$ cat config.mk
export PLATFORM = sky130hd
export DESIGN_NAME = step_controller
export DESIGN_NICKNAME = d
export VERILOG_FILES = /design/src/rtl/step_controller.sv
export SDC_FILE = /design/constraint.sdc
export NUM_CORES = 1
export LEC_CHECK = 0
export CAP_MARGIN = 10
export CORE_UTILIZATION = 68
export DETAILED_ROUTE_END_ITERATION = 12
export DONT_BUFFER_PORTS = 1
export PLACE_DENSITY = 0.84
export SLEW_MARGIN = 20
export SYNTH_ARGS = -nofsm -noshare
export SYNTH_HDL_FRONTEND = slang
export SYNTH_SLANG_ARGS = --single-unit
export TNS_END_PERCENT = 20
$ cat constraint.sdc
create_clock -name clock -period 3.9 [get_ports clock]
set_clock_uncertainty 0.05 [all_clocks]
set_input_delay 0.39 -clock clock [delete_from_list [all_inputs] [get_ports clock]]
set_output_delay 0.39 -clock clock [all_outputs]
set_load 0.03 [all_outputs]
$ cat src/rtl/step_controller.sv
// rtl/step_controller.sv - rotor step sequencing and key presentation for the rotor chain
module step_controller #(
  parameter int unsigned SETTLE_CYCLES = 2
) (
  input  logic        clock,
  input  logic        reset,
  input  logic        key_valid,
  input  logic [25:0] key_in,
  output logic        key_ready,
  input  logic        notch_r,
  input  logic        notch_m,
  output logic        rotate_r,
  output logic        rotate_m,
  output logic        rotate_l,
  output logic [25:0] char_out,
  output logic        char_valid,
  input  logic        char_ack,
  output logic        bad_key,
  output logic [15:0] key_count
);

  typedef enum logic [1:0] {IDLE, STEP, SETTLE, PRESENT} state_t;

  localparam logic [3:0] SETTLE_LOAD = 4'(SETTLE_CYCLES);

  state_t      state_q;
  logic [3:0]  settle_q;
  logic        rotate_r_q;
  logic        rotate_m_q;
  logic        rotate_l_q;
  logic        key_ready_q;
  logic        char_valid_q;
  logic        bad_key_q;
  logic [25:0] char_out_q;
  logic [15:0] key_count_q;
  logic [15:0] key_count_d;
  logic        key_onehot;

  assign key_onehot  = (key_in != 26'd0) && ((key_in & (key_in - 26'd1)) == 26'd0);
  assign key_count_d = key_count_q + 16'd1;

  // rotate_m_q/rotate_l_q double as the captured step_m/step_l for the STEP cycle.
  always_ff @(posedge clock or posedge reset) begin
    if (reset) begin
      state_q      <= IDLE;
      settle_q     <= 4'd0;
      rotate_r_q   <= 1'b0;
      rotate_m_q   <= 1'b0;
      rotate_l_q   <= 1'b0;
      key_ready_q  <= 1'b1;
      char_valid_q <= 1'b0;
      bad_key_q    <= 1'b0;
      char_out_q   <= 26'd0;
      key_count_q  <= 16'd0;
    end else begin
      rotate_r_q <= 1'b0;
      rotate_m_q <= 1'b0;
      rotate_l_q <= 1'b0;
      bad_key_q  <= 1'b0;
      case (state_q)
        IDLE: begin
          if (key_valid) begin
            if (key_onehot) begin
              char_out_q  <= key_in;
              key_count_q <= key_count_d;
              rotate_r_q  <= 1'b1;
              rotate_m_q  <= notch_r | notch_m;
              rotate_l_q  <= notch_m;
              key_ready_q <= 1'b0;
              state_q     <= STEP;
            end else begin
              bad_key_q <= 1'b1;
            end
          end
        end
        STEP: begin
          settle_q <= SETTLE_LOAD;
          state_q  <= SETTLE;
        end
        // Exit on zero so char_valid rises 1 + SETTLE_CYCLES + 1 cycles after accept.
        SETTLE: begin
          if (settle_q == 4'd0) begin
            char_valid_q <= 1'b1;
            state_q      <= PRESENT;
          end else begin
            settle_q <= settle_q - 4'd1;
          end
        end
        PRESENT: begin
          if (char_ack) begin
            char_valid_q <= 1'b0;
            key_ready_q  <= 1'b1;
            state_q      <= IDLE;
          end
        end
        default: state_q <= IDLE;
      endcase
    end
  end

  assign key_ready  = key_ready_q;
  assign rotate_r   = rotate_r_q;
  assign rotate_m   = rotate_m_q;
  assign rotate_l   = rotate_l_q;
  assign char_out   = char_out_q;
  assign char_valid = char_valid_q;
  assign bad_key    = bad_key_q;
  assign key_count  = key_count_q;

endmodule

After elaboration in Yosys (flattened, before gate mapping) --
Cells that the tools add are included.
Word-level totals: register bits 54, input bits 32, output and inout port bits 48
Operators by class: $add $sub $neg 3, eq/ne operators 8, mux-type cells 26, bitwise gates (word level) 2, reductions and logical operators 13
Operators by type and width (number):
- 26-bit AND | 1
- 26-bit zero test | 1
- 26-bit nonzero test | 1
- 26-bit by 1-bit subtractor with 26-bit output, second input constant | 1
- 1-bit 2-to-1 mux | 17
- 16-bit by 1-bit adder with 16-bit output, second input constant | 1
- 2-bit != test, second input constant | 5
- 2-bit 2-to-1 mux | 4
- 2-bit one-hot mux with 4 select lines | 1
- 4-bit one-hot mux with 2 select lines | 1
- 4-bit AND reduction | 2
- 3-bit AND reduction | 2
- 2-bit nonzero test | 3
- 2-bit == test, second input constant | 2
- 4-bit zero test | 1
- 4-bit 2-to-1 mux | 1
- 1-bit one-hot mux with 2 select lines | 2
- 4-bit by 1-bit subtractor with 4-bit output, second input constant | 1
- 2-bit by 1-bit == test with 1-bit output, second input constant | 1
- 2-bit zero test | 1
- 2-bit AND reduction | 1
- 1-bit logical AND | 1
- 1-bit bitwise OR | 1

Depth between registers and ports, before layout --
Gate-level depths: netlist of the first run.
depth in word-level cells 7, gate-level depth with buffers 10, mapped depth without buffers 8

Worst setup path after synthesis of the first run --
No wires, ideal clock.
path type input -> register, from in key_in[10], to reg state_q[1], arrival time 3.098 ns, required time 3.725 ns, path slack 0.627 ns, cell stages on the path 8, cells stage by stage or4_4 -> or4_4 -> o31a_1 -> or4b_4 -> nand2_2 -> a31oi_1 -> a211oi_1 -> mux2_2
Between the ends: longest elaborated chain between the ends 6, elaborated cells on any way between the ends 7, those cells by class 1 x add/sub; 1 x eq/ne; 1 x bitwise; 4 x reduce/logical
Ends and longest elaborated chain:
- start, declared | line 8 | input logic [25:0] key_in,
- 26-bit by 1-bit subtractor with 26-bit output | line 39 | assign key_onehot = (key_in != 26'd0) && ((key_in & (key_in - 26'd1)) == 26'd0);
- 26-bit AND | line 39
- 26-bit zero test | line 39
- 1-bit logical AND (*) | line 39
- 2-bit != test (no source line) (*)
- 4-bit AND reduction (no source line) (*)
- end signal, assigned | line 45 | state_q <= IDLE;
- end signal, assigned | line 70 | state_q <= STEP;
- end signal, assigned | line 78 | state_q <= SETTLE;
- end, declared | line 26 | state_t state_q;
Every way passes the cells marked *; elsewhere a longest branch is shown, timed or not. A chain may end at the register's enable or synchronous reset.

Worst setup path in the final report of the first run --
Ends and elaborated chain as after synthesis.

==> run_results.csv, run 1 <==
group,metric,value,unit
outcome,status,"completed",
clock_tree,insertion_delay,0.31,ns
clock_tree,cts.clk_slew.worst_paths,0.09,ns
setup_path,crit_path_cell_trace,"or4_4 -> or4_4 -> o41ai_1 -> nand4_1 -> nor4_2 -> a31oi_1 -> a211oi_1 -> mux2_2",
setup_path,cp.required,4.05,ns
job,maxCapViolations,0,
route,drtIter0Drc,79,
setup_path,crit_path_max_fanout,5,
route,drc,0,
route,routed_wl,5543,um
cells_and_area,final_common_cell,"nand2_1",
setup_path,arrival,3.43,ns
die,die_area,4358,um^2
power_and_ir_drop,p_leak,1.396,nW
timing,setup_tns,0,ns
cells_and_area,num-nets-final,334,
setup_path,path_delay_family,"simple AND/OR/NAND/NOR gates",
global_route,grtUsageTotal,0.2739,
setup_path,cp_num_buf_inv,0,
synthesis,ys.warnings.count,0,
placement,hpwl,4169,um
synthesis,ys_ff_latch,54,
global_route,first_global_vias,2057,
clock_tree,clock_sinks,54,
timing,fin_ws,0.6181,ns
timing,worst_pin_slew,0.9012,ns
synthesis,synth_edf_count,0,
setup_path,cp_slowest_stage_delay,0.54,ns
cells_and_area,syn_to_final_growth,3.996,%
die,die-width,66.02,um
cells_and_area,multiInputGateArea,1321,um^2
setup_path,crit_type,"in2reg",
setup_path,cp_slowest_cell,"or4_4",
global_route,antenna_found_initial,0,
timing,period_needed,3.282,ns
route,final_antenna_net_count,0,
power_and_ir_drop,ir_drop,0.1861,mV
synthesis,ys.flop_type,"dfrtp_1",
clock_tree,cts_resized,0,
placement,dp_slack,0.3292,ns
die,core_area,3799,um^2
setup_path,cp-start-kind,"input port",
timing,fin_crit_sh,0.8415,
clock_tree,post_cts_buffers,0,
cells_and_area,final_cell_mix,"93 x nand2_1, 53 x dfrtp_1, 14 x inv_1, 11 x o21ai_0",
power_and_ir_drop,power.density,321.4,nW/um^2
route,via_per_inst,6.224,
clock_tree,htree_num_levels,2,
clock_tree,clock-root-buffer,"clkbuf_8",
synthesis,synth_cell_type_count,51,
synthesis,synth_area_per_cell,9.510,um^2
placement,place.gp.congestion,0.8871,
die,boundaryPins,80,
clock_tree,cts_made_buffers,5,
die,std_cell_rows,22,
clock_tree,hold_buffers,0,
synthesis,syn-num-nets,332,
route,dr.pass1.iters,4,
synthesis,syn-cell-area,2786,um^2
placement,port_buffers,0,
global_route,grt_pass1_wl,8921,um
synthesis,yosysSeqAreaShare,0.4854,
die,fp.dieH,66.02,um
route,post_drt_wl_per_cell,16.11,um
cells_and_area,num_antenna_cells,0,
setup_path,path_common_cell,"or4_4",
global_route,gr-total-overflow,0,
worst_hold_path,worstHoldPathType,"in2async",
clock_tree,cts_tree,"done",
setup_path,worstSetupEndpointType,"flip-flop",
die,start_util,0.7335,
cells_and_area,seq_area,1353,um^2
timing,drv_slew,0,
cells_and_area,fillers,263,
timing,fmax,0.3047,GHz
timing,relSlewSlack,0.3985,
synthesis,synth_cells,293,
clock_tree,clockBufferDepth,2,
route,vias,2141,
global_route,grt_max_degree,55,
synthesis,async_flop_share,1.000,
timing,setup_viol,0,
timing,grt_setup_unrepaired,"no",
timing,hold_viol_final,0,
cells_and_area,drive_above_1_share,0.09459,
## sequential cells by signal (all words and copies together), names as in the netlist
| name | count |
|---|---|
| char_out | 26 |
| key_count | 16 |
| settle_q | 4 |
| state_q | 2 |
| bad_key | 1 |
| char_valid | 1 |
| key_ready | 1 |
| rotate_l | 1 |
| rotate_m | 1 |
| rotate_r | 1 |
## synth_stat cells, types with 3 or more instances
master | count | area, um^2
nand2_1 | 93 | 349.1
dfrtp_1 | 53 | 1326
inv_1 | 15 | 56.30
o21ai_0 | 11 | 55.05
nor2_1 | 10 | 37.54
xor2_1 | 10 | 87.58
nand3_1 | 9 | 45.04
ha_1 | 7 | 87.58
xnor2_1 | 7 | 61.31
a21oi_1 | 6 | 30.03
nand4_1 | 6 | 37.54
nor4_1 | 5 | 31.28
or4_1 | 5 | 37.54
buf_6 | 4 | 45.04
nor4_2 | 4 | 50.05
nor3_2 | 3 | 30.03
o31ai_1 | 3 | 22.52
## path summary, 6_finish.rpt
check | startpoint | end | slack (ns) | cells after the start
setup reg to reg | key_count[5] | key_count[15] | 1.58 | 8
hold reg to reg | settle_q[0] | settle_q[0] | 0.48 | 1
hold / removal | reset | rotate_m | 0.07 | 1
min in group clock | key_in[1] | char_out[1] | 0.14 | 2
setup / recovery | key_in[10] | state_q[1] | 0.62 | 8
max in group asynchronous | reset | char_out[21] | 3.20 | 1
## stage by stage
| step | power [W] | instance area, um^2 | cells | utilization | hold WS [ns] |
|---|---|---|---|---|---|
| after floorplan | 0.0006162 | 2786 | 293 | - | 0.4341 |
| after global placement | 0.0006246 | 2805 | 336 | 0.7385 | 0.4541 |
| after detailed placement | 0.0006260 | 2805 | 336 | 0.7385 | 0.4578 |
| after CTS | 0.0009335 | 2897 | 344 | 0.7625 | 0.1351 |
| after global routing | 0.0009612 | 2898 | 344 | 0.7628 | 0.1308 |
| final | 0.0009312 | 2898 | 344 | 0.7628 | 0.07285 |
## where the power goes
part / leakage [nW] / internal (W) / switching (W)
clock network: 0.0482 / 0.000144 / 0.000173
registers: 0.728 / 0.000562 / 0.00000384
logic: 0.620 / 0.0000177 / 0.0000307
total: 1.40 / 0.000724 / 0.000208
## metal layers
layer,track usage,vias to the layer above,wire (um)
met3,0.1052,8,507
li1,-,1018,-
met1,0.3226,1025,2245
met4,0.09840,0,81
met2,0.4541,90,2709
met5,0,-,0
## cell type report
type	instances	share of cell area
clock inverter	1	0.001727
inverter	15	0.01986
sequential	54	0.4668
clock buffer	7	0.02979
multi-input combinational	217	0.4560
timing repair buffer	2	0.005181
tap	48	0.02073
## logic make-up (layout without fill, tap and decap cells)
group           count (synthesis)  count (layout)  share of synthesized area
mux                             1               1                   0.004041
fa+ha+maj                       7               7                    0.03143
compound gates                 37              37                    0.09521
simple gates                  155             155                     0.2901
buf+inv                        22              25                    0.04041
flops                          54              54                     0.4854
xor+xnor                       17              17                    0.05343
Power figures use the tool's default switching activity.
==> inputs of run 2 (changes only) <==
--- a/config.mk
+++ b/config.mk
@@ -6,10 +6,10 @@
 export NUM_CORES = 1
 export LEC_CHECK = 0
 export CAP_MARGIN = 10
-export CORE_UTILIZATION = 68
+export CORE_UTILIZATION = 63
 export DETAILED_ROUTE_END_ITERATION = 12
 export DONT_BUFFER_PORTS = 1
-export PLACE_DENSITY = 0.84
+export PLACE_DENSITY = 0.79
 export SLEW_MARGIN = 20
 export SYNTH_ARGS = -nofsm -noshare
 export SYNTH_HDL_FRONTEND = slang
==> constraint.sdc (replaced) <==
create_clock -name clock -period 3.3 [get_ports clock]
set_clock_uncertainty 0.05 [all_clocks]
set_input_delay 0.33 -clock clock [delete_from_list [all_inputs] [get_ports clock]]
set_output_delay 0.33 -clock clock [all_outputs]
set_load 0.03 [all_outputs]
==> run_results.csv, run 2 (same netlist as run 1, synthesis figures left out) <==
group,metric,value,unit
clock_tree,hold_buffers,0,
setup_path,r2r_slack,0.99,ns
route,routed_wl,5808,um
placement,place_area,2865,um^2
cells_and_area,num_antenna_cells,0,
setup_path,cp_slowest_stage_delay,0.53,ns
setup_path,crit_start,"key_in[10]",
cells_and_area,final_cell_mix,"93 x nand2_1, 53 x dfrtp_1, 14 x inv_1, 11 x o21ai_0",
global_route,first_global_vias,2121,
worst_hold_path,worstHoldPathType,"in2async",
global_route,grtUsageTotal,0.2653,
clock_tree,clock-root-buffer,"clkbuf_8",
route,drtIter0Drc,87,
setup_path,path_delay_family,"simple AND/OR/NAND/NOR gates",
clock_tree,cts_resized,0,
timing,drv_slew,0,
placement,place.gp.congestion,0.8382,
global_route,gr-total-overflow,0,
setup_path,worstSetupEndpointType,"flip-flop",
setup_path,path_common_cell,"or4_4",
setup_path,crit_end,"state_q[1]",
setup_path,crit_path_cell_trace,"or4_4 -> or4_4 -> o41ai_1 -> nand4_1 -> nor4_2 -> buf_4 -> a31oi_1 -> a211oi_1 -> mux2_2",
global_route,grt_max_degree,55,
placement,port_buffers,0,
timing,hold_viol_final,0,
die,std_cell_rows,23,
cells_and_area,drive_above_1_share,0.1159,
setup_path,cp_num_buf_inv,1,
route,final_antenna_net_count,0,
die,fp.dieH,68.51,um
timing,setup_viol,0,
timing,fmax,0.3344,GHz
route,drc,0,
cells_and_area,largest_register_ffs,26,
timing,worst_pin_slew,0.8999,ns
route,via_per_inst,5.983,
setup_path,cp-start-kind,"input port",
timing,fin_crit_sh,0.9063,
timing,period_needed,2.991,ns
power_and_ir_drop,p_leak,1.456,nW
route,vias,2106,
setup_path,r2r_end,"key_count[15]",
setup_path,cp_slowest_cell,"or4_4",
outcome,status,"completed",
cells_and_area,final_area,3009,um^2
timing,relSlewSlack,0.3993,
setup_path,crit_type,"in2reg",
clock_tree,post_cts_buffers,0,
cells_and_area,final_common_cell,"nand2_1",
setup_path,arrival,3.14,ns
clock_tree,cts.clk_slew.worst_paths,0.09,ns
power_and_ir_drop,power.density,418.8,nW/um^2
timing,grt_setup_unrepaired,"no",
die,start_util,0.6771,
setup_path,reg2regPathDepth,8,
setup_path,worstSetupPathDepth,9,
setup_path,timing.rr.start,"key_count[5]",
clock_tree,insertion_delay,0.31,ns
route,dr.pass1.iters,6,
die,boundaryPins,80,
setup_path,crit_path_max_fanout,5,
power_and_ir_drop,ir_drop,0.2336,mV
global_route,grt_pass1_wl,9032,um
cells_and_area,syn_to_final_growth,7.993,%
cells_and_area,num-nets-final,340,
die,die_area,4693,um^2
clock_tree,htree_num_levels,2,
die,core_area,4115,um^2
power_and_ir_drop,finalPower,0.001260,W
placement,hpwl,4317,um
job,maxCapViolations,0,
setup_path,cp.required,3.45,ns
global_route,antenna_found_initial,0,
die,die-width,68.51,um
clock_tree,clockBufferDepth,2,
clock_tree,clock_sinks,54,
clock_tree,cts_tree,"done",
route,post_drt_wl_per_cell,16.50,um
clock_tree,cts_made_buffers,5,
[run 2: worst reg2reg max path: cells and delay by family (launching register included)]
family,cells,cell delay [ns]
xor+xnor,1,0.17
buf+inv,1,0.12
flops,1,0.60
simple gates,6,1.29
[run 2: layout make-up]
class                      count  area (um^2)
tap                           50        62.56
clock inverter                 2        60.06
fill                         318         1106
timing repair buffer           8        72.57
inverter                      15        57.56
sequential                    54         1353
clock buffer                   6        82.58
multi-input combinational    217         1321
[run 2: routing by layer]
metal | up-vias | share of wire | GRT usage
li1 | 1026 | - | -
met1 | 973 | 0.40 | 0.2918
met2 | 93 | 0.50 | 0.4645
met3 | 14 | 0.079 | 0.08882
met4 | 0 | 0.017 | 0.1120
met5 | - | 0 | 0
[run 2: worst min-delay path by stage]
stage                     cells past startpoint  slack, ns       endpoint       start
after floorplan                               2       0.39      key_ready    char_ack
after CTS                                     2       0.07   char_out[24]  key_in[24]
after global placement                        2       0.39    char_out[8]   key_in[8]
final                                         1       0.01  key_count[11]       reset
after global routing                          2       0.06    char_out[0]   key_in[0]
after detailed placement                      2       0.40   char_out[24]  key_in[24]
[run 2: power breakdown]
group	switching, W	internal (W)	leakage, nW
Sequential	0.00000451	0.000665	0.728
Combinational	0.0000366	0.0000216	0.657
Clock	0.000209	0.000323	0.0714
[run 2: through the flow]
stage	setup WS, ns	hold WS [ns]	TNS (ns)	cells	utilization
global route	0.2133	0.06430	0	352	0.7312
detailed placement	-0.01415	0.3983	-0.01415	344	0.6963
global placement	0.04310	0.3943	0	344	0.6963
CTS	0.3153	0.06827	0	352	0.7309
floorplan	0.08730	0.3905	0	293	-
finish	0.3094	0.01003	0	352	0.7312
